### config.mk
export PLATFORM = sky130hd
export DESIGN_NAME = leg_gate_controller
export DESIGN_NICKNAME = d
export VERILOG_FILES = /design/src/rtl/leg_gate_controller.sv
export SDC_FILE = /design/constraint.sdc
export NUM_CORES = 1
export LEC_CHECK = 0
export BUFFER_PORTS_ARGS = -buffer_cell sky130_fd_sc_hd__buf_2
export CORE_UTILIZATION = 34
export DETAILED_ROUTE_END_ITERATION = 8
export PLACE_DENSITY = 0.64
export SLEW_MARGIN = 20
export SYNTH_ARGS = -nofsm -noshare
export SYNTH_HDL_FRONTEND = slang
export SYNTH_SLANG_ARGS = --single-unit
export TNS_END_PERCENT = 30
### constraint.sdc
create_clock -name i_clk -period 2.5 [get_ports i_clk]
set_input_delay 0.125 -clock i_clk [delete_from_list [all_inputs] [get_ports i_clk]]
set_output_delay 0.125 -clock i_clk [all_outputs]
set_load 0.1 [all_outputs]
### src/rtl/leg_gate_controller.sv
// Half-bridge leg sequencer: turns a PWM command into complementary gate requests and applies
// dead-time updates only at instants where no dead band is being counted.
module leg_gate_controller #(
  parameter int DT_W       = 5,
  parameter int DT_DEFAULT = 10,
  parameter int DT_MIN     = 2
) (
  input  logic            i_clk,
  input  logic            i_rst,
  input  logic            i_en,
  input  logic            i_pwm,
  input  logic            i_fault,
  input  logic            i_fault_clr,
  input  logic            i_dt_wr,
  input  logic [DT_W-1:0] i_dt_wdata,
  output logic            o_gi_hi,
  output logic            o_gi_lo,
  output logic [DT_W-1:0] o_dt,
  output logic            o_dt_pending,
  output logic            o_dt_err,
  output logic            o_fault_latched,
  output logic [1:0]      o_state
);

  // state | meaning
  // IDLE  | gates off, waiting for en with no fault
  // RUN   | gates follow pwm_q, dt commits only on pwm_q edges
  // FAULT | gates forced off until fault_clr with fault released
  typedef enum logic [1:0] {
    ST_IDLE  = 2'b00,
    ST_RUN   = 2'b01,
    ST_FAULT = 2'b10
  } state_t;

  state_t          r_state;
  state_t          w_state_nxt;
  logic            r_pwm_q;
  logic            r_pwm_qq;
  logic            r_gi_hi;
  logic            r_gi_lo;
  logic            r_fault_latched;
  logic [DT_W-1:0] r_dt;
  logic [DT_W-1:0] r_shadow;
  logic            r_dt_pending;
  logic            r_dt_err;
  logic            w_gi_hi_nxt;
  logic            w_gi_lo_nxt;
  logic            w_wr_ok;
  logic            w_pwm_edge;
  logic            w_commit;

  assign w_wr_ok    = i_dt_wr && (i_dt_wdata >= DT_W'(DT_MIN));
  // pwm_q changed on the previous edge, so gi changes on the coming one: dt must move with it
  assign w_pwm_edge = r_pwm_q ^ r_pwm_qq;
  assign w_commit   = (r_state != ST_RUN) || w_pwm_edge;

  always_comb begin
    w_state_nxt = r_state;
    w_gi_hi_nxt = 1'b0;
    w_gi_lo_nxt = 1'b0;
    if (i_fault) begin
      w_state_nxt = ST_FAULT;
    end else begin
      case (r_state)
        ST_IDLE:  if (i_en)        w_state_nxt = ST_RUN;
        ST_RUN:   if (!i_en)       w_state_nxt = ST_IDLE;
        ST_FAULT: if (i_fault_clr) w_state_nxt = ST_IDLE;
        default:                   w_state_nxt = ST_IDLE;
      endcase
    end
    if (w_state_nxt == ST_RUN) begin
      w_gi_hi_nxt = r_pwm_q;
      w_gi_lo_nxt = ~r_pwm_q;
    end
  end

  always_ff @(posedge i_clk) begin
    if (i_rst) begin
      r_state         <= ST_IDLE;
      r_pwm_q         <= 1'b0;
      r_pwm_qq        <= 1'b0;
      r_gi_hi         <= 1'b0;
      r_gi_lo         <= 1'b0;
      r_fault_latched <= 1'b0;
    end else begin
      r_state         <= w_state_nxt;
      r_pwm_q         <= i_pwm;
      r_pwm_qq        <= r_pwm_q;
      r_gi_hi         <= w_gi_hi_nxt;
      r_gi_lo         <= w_gi_lo_nxt;
      r_fault_latched <= (w_state_nxt == ST_FAULT);
    end
  end

  always_ff @(posedge i_clk) begin
    if (i_rst) begin
      r_dt         <= DT_W'(DT_DEFAULT);
      r_shadow     <= DT_W'(DT_DEFAULT);
      r_dt_pending <= 1'b0;
      r_dt_err     <= 1'b0;
    end else begin
      if (i_dt_wr) r_dt_err <= ~w_wr_ok;
      if (w_wr_ok) r_shadow <= i_dt_wdata;
      if (w_commit) begin
        r_dt_pending <= 1'b0;
        if (w_wr_ok)           r_dt <= i_dt_wdata;
        else if (r_dt_pending) r_dt <= r_shadow;
      end else if (w_wr_ok) begin
        r_dt_pending <= 1'b1;
      end
    end
  end

  assign o_gi_hi         = r_gi_hi;
  assign o_gi_lo         = r_gi_lo;
  assign o_dt            = r_dt;
  assign o_dt_pending    = r_dt_pending;
  assign o_dt_err        = r_dt_err;
  assign o_fault_latched = r_fault_latched;
  assign o_state         = r_state;

endmodule

Word-level counts from Yosys, hierarchy flattened
Cells that the tools add are included.
{ "word_totals": {"out_inout_bits": 12, "regBits": 19, "wordCells": 34, "inputBits": 12} }
{ "classes": {"n_reduce_logical": 7, "n_lt_le_gt_ge": 1, "n_bitwise": 4, "n_mux": 7, "n_eq_ne": 5} }
{ "op_table": {"columns": ["cell", "count"], "rows": [
  ["$mux 5", 2],
  ["$mux 2", 4],
  ["$pmux 2 s3", 1],
  ["$ge 5x2->1 const B", 1],
  ["$eq 2x1->1 const B", 2],
  ["$eq 2x2->1 const B", 2],
  ["$reduce_or 2->1", 2],
  ["$not 1->1", 3],
  ["$logic_not 2->1", 1],
  ["$ne 2x1->1 const B", 1],
  ["$reduce_and 2->1", 1],
  ["$reduce_bool 2->1", 1],
  ["$logic_and 1x1->1", 1],
  ["$logic_or 1x1->1", 1],
  ["$xor 1x1->1", 1]
]} }

Logic depth before layout (Yosys ltp)
{ "depth": {"word_depth": 6, "ltp_mapped": 4, "ltp_nobuf": 3} }

Worst setup path before layout
Ideal clock, no wire load.
{ "synth_path": {"path_type": "reg2reg", "start": "reg r_state[0] (netlist: o_state[0])", "end": "reg r_dt[1] (netlist: o_dt[1])", "path_buffers": 0, "required_ns": 2.379, "setup_ns": 0.121, "stages_incl_launch_ff": 4, "slack_ns": 0.491, "period_less_slack_ns": 2.009, "arrival_time_ns": 1.888, "cell_sequence": "dfxtp_1 inv_1 o32ai_4 mux2_2"} }
{ "synth_via": {"elab_chain_cells": 3} }
{ "synth_lines": {"columns": ["element", "line_no", "text"], "rows": [
  ["start: declaration", "35", "state_t r_state;"],
  ["start signal: assignment", "86", "r_state <= w_state_nxt;"],
  ["$ne 2x1->1", "55", "assign w_commit = (r_state != ST_RUN) || w_pwm_edge;"],
  ["$logic_or 1x1->1", "55", null],
  ["$reduce_and 2->1 (no source line)", null, null],
  ["end signal: assignment", "97", "r_dt <= DT_W'(DT_DEFAULT);"],
  ["end signal: assignment", "106", "if (w_wr_ok) r_dt <= i_dt_wdata;"],
  ["end signal: assignment", "107", "else if (r_dt_pending) r_dt <= r_shadow;"],
  ["end: declaration", "42", "logic [DT_W-1:0] r_dt;"]
]} }
No other way between the ends.
A chain may end at the register's enable or synchronous reset.

Worst setup path in the final report
{ "layout_path": {"start": "reg r_state[1] (netlist: o_state[1])", "end": "out o_state[1]"} }
{ "layout_lines": {"columns": ["element", "line_no", "text"], "rows": [
  ["end: declaration", "22", "output logic [1:0] o_state"]
]} }
No word-level cell between the ends.

==> out/qor.yml <==
placement:
  place_congestion: 0.662
  placed_instances: 111
  dpl_cell_area_um2: 863
  numPortBuffers: 23
synthesis:
  netlist_area_um2: 723
  async_flop_share_pct: 0
  yosys_warnings: 0
  syn_inst: 63
  synth-edff-count: 0
  yosysTopAreaCell: "sky130_fd_sc_hd__dfxtp_1"
  synth.most_common_cell: "sky130_fd_sc_hd__dfxtp_1"
  synth_cell_type_count: 24
  sequential_cell_area_fraction_in_the_yosys_report_pct: 52.6
  postSynthRegisterBits: 19
  syn_avg_cell_area_um2: 11.5
  synth_top_area_share_pct: 52.6
  synthTopCellsByArea: "sky130_fd_sc_hd__dfxtp_1 53%, sky130_fd_sc_hd__mux2i_1 5.5%, sky130_fd_sc_hd__nor2b_1 4.3%"
  most_frequent_cells_after_synthesis: "19 x sky130_fd_sc_hd__dfxtp_1, 6 x sky130_fd_sc_hd__nor2_1, 5 x sky130_fd_sc_hd__nor2b_1, 4 x sky130_fd_sc_hd__mux2i_1, 3 x sky130_fd_sc_hd__a21oi_1"
  synth_flop_cell: "sky130_fd_sc_hd__dfxtp_1"
  synth_fp_nets: 75
global_route:
  grt_start_max_net_pins: 18
  grt_util_overall_pct: 11.0
  first_pass_grt_wire_length_um: 1730
  via_count_of_the_first_global_routing_pass: 418
  gr-total-overflow: 0
  antenna_found_initial: 0
critical_path:
  standard_cell_with_the_maximum_stage_delay_on_the_critical_path: "sky130_fd_sc_hd__buf_2"
  timing.critical_path.max_delay_family: "buffers and inverters"
  r2r-start: "r_pwm_q$_SDFF_PP0_"
  crit_path_max_fanout: 5
  critical_path.startpoint_type: "register"
  critical-path-max-stage-delay_ns: 0.47
  crit_required_ns: 2.38
  worstPathCellList: "buf_2"
  cp.buffers_inverters: 1
  worst_setup_path_startpoint: "o_state[1]$_SDFF_PP0_"
  criticalPathCategory: "reg -> out"
  data_arrival_time_of_the_critical_path_ns: 1.22
  timing.critical_path.to_type: "output port"
final_layout:
  post_route_cells_drive_above_1_share_pct: 39.8
  syn_to_final_growth_pct: 23.0
  layout.cell_area.non_filler_um2: 890
  insertedDiodeCount: 0
  finalNetCount: 101
  finalNonFillerCells: 115
clocking:
  postCtsHoldBufs: 0
  clockRootBuffer: "sky130_fd_sc_hd__clkbuf_4"
  cts_tree: "done"
  cts_num_sinks: 19
  post-cts-setup-buffers: 0
  clock_insertion_delay_worst_skew_ns: 0.29
  cts_resized: 0
  number_of_buffers_inserted_during_clock_tree_synthesis: 3
  number_of_h_tree_branching_levels: 1
  cts_buffer_depth: 2
  clkTransAtPathRegs_ns: 0.10
pwr:
  power_density_nw_per_um2: 694
  power.leakage_nw: 0.386
  max_ir_drop_vdd_mv: 0.229
floorplan:
  core_area_um2: 1980
  dieArea_um2: 2320
  die_height_um: 48.1
  die_width_um: 48.1
  initial_core_util_pct: 36.5
  io_pins: 24
  fp-row-count: 16
sta:
  drv_slew: 0
  hold_viol_final: 0
  grt_setup_unrepaired: "no"
  timing_worst_slew_pin_value_ns: 0.488
  finalSetupViolations: 0
  max_freq_mhz: 744
  totalNegativeSetupSlack_ns: 0
  timing.slew.headroom_pct: 67.7
  clock_skew_ns: 0.000974
  final_min_period_over_clock_period_pct: 53.8
  fin_crit_ns: 1.34
routing:
  detailedRoute.firstPassIterationCount: 4
  avgRoutedWirePerCell_um: 10.5
  drt_iter0_drc: 5
  dr_total_vias: 533
  post-route-drc-count: 0
  routed_via_density: 4.63
  drt-total-wl_um: 1200
  postRouteAntennaNets: 0
flow_run:
  drv.max_cap_violation_count: 0
hold_path:
  hp-class: "in -> reg"
  hp-start: "i_fault"
status:
  status: "complete, no violations"
cell families after synthesis:
| kind of cell | after synthesis | share of synthesized area, % |
|---|---|---|
| buffers and inverters | 4 | 2.25 |
| multiplexers | 8 | 11.8 |
| AO/OA/AOI/OAI | 10 | 15.1 |
| flip-flops | 19 | 52.6 |
| XOR/XNOR | 1 | 1.21 |
| AND/OR/NAND/NOR | 21 | 17.1 |
worst register-to-register path: cells and delay by family, from the launching register on:
kind | cells | cell delay, ns
multiplexers | 1 | 0.38
flip-flops | 1 | 0.34
XOR/XNOR | 1 | 0.19
AO/OA/AOI/OAI | 1 | 0.33
state kept, by name, summed over array words and instances, names as in the netlist:
| name | flops |
|---|---|
| o_dt | 5 |
| o_dt_err | 1 |
| o_dt_pending | 1 |
| o_fault_latched | 1 |
| o_gi_hi | 1 |
| o_gi_lo | 1 |
| o_state | 2 |
| r_pwm_q | 1 |
| r_pwm_qq | 1 |
| r_shadow | 5 |
cells in the final DEF, fill, tap and decap left out, types with 3 or more instances in the layout:
cell type,instances
sky130_fd_sc_hd__buf_2,23
sky130_fd_sc_hd__dfxtp_1,19
sky130_fd_sc_hd__nor2_1,6
sky130_fd_sc_hd__nor2b_1,5
sky130_fd_sc_hd__mux2i_1,4
sky130_fd_sc_hd__a21oi_1,3
sky130_fd_sc_hd__clkbuf_4,3
final timing paths:
kind                                              end  slack [ns]  cells past startpoint
worst max-delay path                       o_state[1]        1.16                      1
worst min-delay path            o_state[0]$_SDFF_PP0_        0.03                      2
worst max register to register   o_dt[3]$_SDFFE_PP1P_        1.16                      3
worst min register to register     o_gi_lo$_SDFF_PP0_        0.47                      1
cell type report:
| type | count | area [um2] |
|---|---|---|
| Sequential cell | 19 | 380 |
| Clock buffer | 4 | 26.3 |
| Fill cell | 189 | 1090 |
| Timing Repair Buffer | 23 | 115 |
| Tap cell | 27 | 33.8 |
| Multi-Input combinational cell | 40 | 327 |
| Inverter | 2 | 7.51 |
stage by stage:
step | total power [W] | hold slack (ns) | setup WS, ns | util [%]
floorplan | 0.000449 | 0.217 | 0.491 | -
global placement | 0.000478 | 0.335 | 1.01 | 43.6
detailed placement | 0.000479 | 0.336 | 0.991 | 43.6
CTS | 0.000627 | 0.0190 | 1.14 | 44.9
global route | 0.000650 | 0.0246 | 1.08 | 44.9
finish | 0.000618 | 0.0274 | 1.16 | 44.9
report_power, final:
group          switching [W]  internal (W)
sequential        0.00000840      0.000320
clock              0.0000857     0.0000620
combinational       0.000106     0.0000353
layer usage:
| layer | part of all wire (%) | up-vias | GRT usage [%] |
|---|---|---|---|
| met3 | 5.2 | 0 | 2.59 |
| met1 | 45 | 245 | 14.0 |
| met5 | 0 | - | 0 |
| met4 | 0 | 0 | 6.67 |
| li1 | - | 275 | - |
| met2 | 49 | 13 | 16.8 |
No activity file was read; power rests on OpenSTA's default activity.
